`src/rtl/uart_rx_core.sv`:
```
// UART receiver core: 8 data bits, LSB first, one stop bit, with valid/ack handoff.
// Define UART_RX_PARITY_EN to add one even-parity bit between bit 7 and the stop bit.
module uart_rx_core #(
    parameter int CLKS_PER_BIT = 868
) (
    input  logic       CLK,
    input  logic       reset,
    input  logic       rx_i,
    output logic [7:0] rx_byte,
    output logic       rx_valid,
    input  logic       rx_ack,
    output logic       busy_rx,
    output logic       frame_err,
    output logic       overrun_err,
    output logic       parity_err
);

    typedef enum logic [2:0] {
        IDLE,
        START,
        DATA,
`ifdef UART_RX_PARITY_EN
        PARITY,
`endif
        STOP
    } state_t;

    localparam logic [15:0] HALF_M1 = 16'(CLKS_PER_BIT / 2 - 1);
    localparam logic [15:0] FULL_M1 = 16'(CLKS_PER_BIT - 1);

    state_t      state, state_nxt;
    logic [15:0] baud_cnt;
    logic [2:0]  bit_cnt;
    logic [7:0]  shift;
    logic        rx_meta, rx_s, rx_prev;
    logic        baud_done, shift_en, par_smp, stop_smp, good, par_bad;

    // Counter holds at its ceiling rather than wrapping if a sample point is ever missed.
    function automatic logic [15:0] sat_inc(input logic [15:0] v);
        return (v == 16'hFFFF) ? v : v + 16'd1;
    endfunction

    always_ff @(posedge CLK or posedge reset) begin
        if (reset) begin
            rx_meta <= 1'b1;
            rx_s    <= 1'b1;
            rx_prev <= 1'b1;
        end else begin
            rx_meta <= rx_i;
            rx_s    <= rx_meta;
            rx_prev <= rx_s;
        end
    end

    always_ff @(posedge CLK or posedge reset) begin
        if (reset) state <= IDLE;
        else       state <= state_nxt;
    end

    always_comb begin
        state_nxt = state;
        shift_en  = 1'b0;
        par_smp   = 1'b0;
        stop_smp  = 1'b0;
        baud_done = (state == START) ? (baud_cnt == HALF_M1) : (baud_cnt == FULL_M1);
        case (state)
            IDLE:  if (rx_prev && !rx_s) state_nxt = START;
            START: if (baud_done) state_nxt = rx_s ? IDLE : DATA;
            DATA: begin
                if (baud_done) begin
                    shift_en = 1'b1;
`ifdef UART_RX_PARITY_EN
                    if (bit_cnt == 3'd7) state_nxt = PARITY;
`else
                    if (bit_cnt == 3'd7) state_nxt = STOP;
`endif
                end
            end
`ifdef UART_RX_PARITY_EN
            PARITY: begin
                if (baud_done) begin
                    par_smp   = 1'b1;
                    state_nxt = STOP;
                end
            end
`endif
            STOP: begin
                if (baud_done) begin
                    stop_smp  = 1'b1;
                    state_nxt = IDLE;
                end
            end
            default: state_nxt = IDLE;
        endcase
    end

    // Baud counter restarts on every state entry and at every sample point.
    always_ff @(posedge CLK or posedge reset) begin
        if (reset) begin
            baud_cnt <= 16'd0;
            bit_cnt  <= 3'd0;
        end else begin
            if (state == IDLE || state_nxt != state || baud_done) baud_cnt <= 16'd0;
            else                                                  baud_cnt <= sat_inc(baud_cnt);
            if (state != DATA) bit_cnt <= 3'd0;
            else if (shift_en) bit_cnt <= bit_cnt + 3'd1;
        end
    end

    always_ff @(posedge CLK) begin
        if (shift_en) shift <= {rx_s, shift[7:1]};
    end

`ifdef UART_RX_PARITY_EN
    // Even parity: the parity bit makes the XOR over data plus parity zero.
    always_ff @(posedge CLK or posedge reset) begin
        if (reset)        par_bad <= 1'b0;
        else if (par_smp) par_bad <= rx_s ^ (^shift);
    end

    always_ff @(posedge CLK or posedge reset) begin
        if (reset) parity_err <= 1'b0;
        else       parity_err <= stop_smp && par_bad;
    end
`else
    assign par_bad    = 1'b0;
    assign parity_err = 1'b0;
`endif

    assign good    = stop_smp && rx_s && !par_bad;
    assign busy_rx = (state != IDLE);

    // A new byte takes priority over a same-cycle ack, so the fresh byte stays valid.
    always_ff @(posedge CLK or posedge reset) begin
        if (reset) begin
            rx_byte     <= 8'h00;
            rx_valid    <= 1'b0;
            frame_err   <= 1'b0;
            overrun_err <= 1'b0;
        end else begin
            frame_err   <= stop_smp && !rx_s;
            overrun_err <= good && rx_valid && !rx_ack;
            if (good) begin
                rx_byte  <= shift;
                rx_valid <= 1'b1;
            end else if (rx_ack) begin
                rx_valid <= 1'b0;
            end
        end
    end

endmodule
```
`config.mk`:
```
export PLATFORM = sky130hd
export DESIGN_NAME = uart_rx_core
export DESIGN_NICKNAME = d
export VERILOG_FILES = /design/src/rtl/uart_rx_core.sv
export SDC_FILE = /design/constraint.sdc
export NUM_CORES = 1
export LEC_CHECK = 0
export BUFFER_PORTS_ARGS = -buffer_cell sky130_fd_sc_hd__buf_2
export CAP_MARGIN = 25
export CORE_MARGIN = 2
export CORE_UTILIZATION = 53
export CTS_CLUSTER_SIZE = 12
export DETAILED_ROUTE_END_ITERATION = 8
export PLACE_DENSITY = 0.79
export SYNTH_ARGS = -nofsm -noshare
export SYNTH_HDL_FRONTEND = slang
export SYNTH_SLANG_ARGS = --single-unit
```
`constraint.sdc`:
```
create_clock -name CLK -period 2.2 [get_ports CLK]
set_input_delay 0.33 -clock CLK [delete_from_list [all_inputs] [get_ports CLK]]
set_output_delay 0.33 -clock CLK [all_outputs]
set_load 0.005 [all_outputs]
```
==> qor.txt <==
Mean Syn Cell Area: 11.6 um2
Clock root cell: sky130_fd_sc_hd__clkbuf_8
Sequential element share of the synthesized area: 54.9%
Vias per cell: 6.40
Max Freq: 463 MHz
Fraction of met2 tracks used by global routing: 36.5%
CTS buffer count: 5
Grt peak-use layer: met2
P_int: 1.19 mW
Met3 capacity usage during global routing: 5.74%
Startpoint of the most critical register-to-register path: baud_cnt[4]
Area growth, synth to finish: 12.0%
Time the final worst path needs with I/O delays and setup: 2.16 ns
Boundary pin count: 17
Detailed Place HPWL: 2940 um
Crit share post-route: 98.1%
Via count of the first global-routing pass: 1547
Maximum count of clock buffers along a single path: 2
Biggest area contributors in the synthesized netlist: sky130_fd_sc_hd__dfrtp_1 40%, sky130_fd_sc_hd__edfxtp_1 12%, sky130_fd_sc_hd__mux2_1 4.3%
GRT Util Overall: 21.9%
Worst-margin pin slew: 0.587 ns
Data required time at the worst endpoint: 2.40 ns
Antenna Violating Nets Remaining: 0
Endpoint of the worst setup timing path: frame_err
Total via count in the routed design: 1580
Number of hold-slack violations in the final timing report: 0
Post-synthesis cell type with the largest combined area: sky130_fd_sc_hd__dfrtp_1
Reg2Reg Setup Slack: 0.04 ns
Largest net degree at the start of global routing: 37
Effective utilization at floorplan: 56.2%
Final antenna diode count: 0
Fraction of final layout cells sized beyond drive strength 1: 16.6%
Wire length per cell after detailed routing: 17.8 um
Most frequent cells after synthesis: 33 x sky130_fd_sc_hd__dfrtp_1, 12 x sky130_fd_sc_hd__nand2_1, 10 x sky130_fd_sc_hd__nor3_1, 9 x sky130_fd_sc_hd__a211oi_1
Pwr per Cell Area: 649 nW/um2
Final core utilization: 62.9%
DR iter-0 viols: 129
Kind of launch point of the worst setup path: register
Post-Route WL: 4410 um
Setup_tns: 0 ns
Worst-case reg-to-reg path depth: 5
Post-Route Skew: 0.00809 ns
Last weighted congestion value of the routability-driven placer: 0.840
Final total power: 1.52 mW
EDFF count, synth: 8
Synth top area share: 39.6%
Mapped Cells: 180
Net count, final: 205
Register clock-pin slew on the reported worst setup and hold paths: 0.09 ns
TritonCTS clock tree: built
Crit. End Element: register
Relative slew margins: 60.8%
Slowest Stage Delay on Critical Path: 0.48 ns
Met1 capacity usage during global routing: 27.1%
Cell area after technology mapping: 2090 um2
Worst vdd ir: 0.501 mV
Capturing point of the worst reg2reg path: frame_err
Count of cell types in the netlist: 45
Primary FF master, synth: sky130_fd_sc_hd__dfrtp_1
Drt drc: 0
Initial antenna violation count: 0
Critical path peak fanout: 21
Quantity of I/O buffers inserted on ports: 15
Final setup fails: 0
Register bit total from synthesis: 44
Yosys warns: 0
Kind of path behind the tightest hold check: in -> async
TritonRoute pass-1 iters: 4
Post-CTS Hold Buffers: 0
CP cell instances: nand3b_1, a2111oi_4, o21a_1, buf_4, nor4bb_1
Die area: 4460 um2
Seq pwr share: 55.6%
Leakage power total: 1.01 nW
Relative contribution of the clock network to total power: 42.1%
Total count of max-transition violations in the final report: 0
First-pass GRT wire length: 7200 um
Sw power: 329 uW
Top-count cell post-synth: sky130_fd_sc_hd__dfrtp_1
Switching Share: 21.7%
Overflow left after global routing: 0
CP arrival: 2.36 ns
Die height: 66.8 um
Cell type of the slowest stage on the worst timing path: sky130_fd_sc_hd__dfrtp_1
Floorplan Core Area: 3720 um2
Combinational cell fraction of total power: 2.3%
H-Tree Level Count: 2
Horizontal die dimension: 66.8 um
Status: completed
Maxcap violations: 0
Crit path kind: reg -> reg
Clk Latency, worst-skew pair: 0.31 ns
Clock tree sinks: 44
Proportion of register bits with asynchronous set or reset after synthesis: 81.8%
Timing startpoint of the critical path: baud_cnt[4]
Placement Rows: 22
## layer usage
| layer | up-vias | wire, um |
|---|---|---|
| li1 | 728 | - |
| met1 | 791 | 1790 |
| met2 | 54 | 2300 |
| met3 | 7 | 241 |
| met4 | 0 | 71 |
| met5 | - | 0 |
## sequential cells by signal, indices dropped and copies added, names as in the netlist
| signal | cells |
|---|---|
| baud_cnt | 16 |
| rx_s | 1 |
| rx_byte | 8 |
| overrun_err | 1 |
| bit_cnt | 3 |
| state | 3 |
| rx_valid | 1 |
| frame_err | 1 |
| rx_prev | 1 |
| shift | 8 |
| rx_meta | 1 |
## through the flow
step | hold slack [ns] | area [um2] | instances | setup slack (ns)
2_1_floorplan | 0.334 | 2090 | 181 | 0.126
3_3_place_gp | 0.346 | 2210 | 239 | 0.222
3_5_place_dp | 0.347 | 2210 | 239 | 0.118
4_1_cts | 0.115 | 2320 | 247 | 0.108
5_1_grt | 0.104 | 2340 | 247 | -0.0621
6_report | 0.103 | 2340 | 247 | 0.0421
## kinds of logic (layout without fill, tap and decap cells)
| kind of cell | Yosys count | in the layout | synth area share, % |
|---|---|---|---|
| adders and majority gates | 3 | 3 | 1.80 |
| other | 1 | 2 | 0.180 |
| xor gates and xnor gates | 1 | 1 | 0.420 |
| DFF | 44 | 44 | 54.9 |
| and+or+nand+nor | 72 | 72 | 21.3 |
| buffers and inverters | 13 | 31 | 2.76 |
| AOI/OAI and AO/OA | 32 | 32 | 11.5 |
| muxes | 14 | 14 | 7.19 |
## worst min path at each step
stage | start | endpoint | cells past startpoint
finish | reset | baud_cnt[2] | 3
global placement | rx_meta | rx_s | 0
detailed placement | rx_meta | rx_s | 0
floorplan | rx_i | rx_meta | 0
CTS | rx_i | rx_meta | 1
global route | rx_i | rx_meta | 1
## power by group through the flow
stage               logic, mW  registers (mW)  clock network (mW)
floorplan              0.0258           0.854                   0
global placement       0.0327           0.858                   0
detailed placement     0.0347           0.859                   0
CTS                    0.0347           0.843               0.643
global route           0.0393           0.845               0.676
finish                 0.0344           0.844               0.638
## layout make-up
type                            instances  area [um2]
Multi-Input combinational cell        124         901
Clock inverter                          3        46.3
Timing Repair Buffer                   18        97.6
Sequential cell                        44        1140
Tap cell                               48        60.1
Fill cell                             311        1380
Clock buffer                            5        68.8
Inverter                                5        18.8
## layout by cell type, fill, tap and decap left out, drive strengths merged, types with 4 or more instances in the layout
| cell | count |
|---|---|
| inv | 6 |
| or3 | 6 |
| clkbuf | 5 |
| mux2 | 8 |
| mux2i | 6 |
| buf | 18 |
| nand4 | 6 |
| nand3 | 6 |
| nor4 | 4 |
| or4 | 5 |
| o21ai | 7 |
| dfrtp | 33 |
| edfxtp | 8 |
| nand2 | 12 |
| a211oi | 9 |
| nor2 | 8 |
| o31ai | 4 |
| nor3 | 10 |
## critical path: cells and delay by family, from the launching register on
family                 cells  cell delay (ns)
AO/OA/AOI/OAI              2             0.65
buffers and inverters      1             0.28
flip-flops                 1             0.48
AND/OR/NAND/NOR            2             0.65
## repair_timing
item | in CTS | in global routing
endpoints found under the setup margin | 0 | 16
resized for setup | 0 | 1
endpoints found under the hold margin | 0 | 0
setup buffers | 0 | 0
No activity file was read; power rests on OpenSTA's default activity.
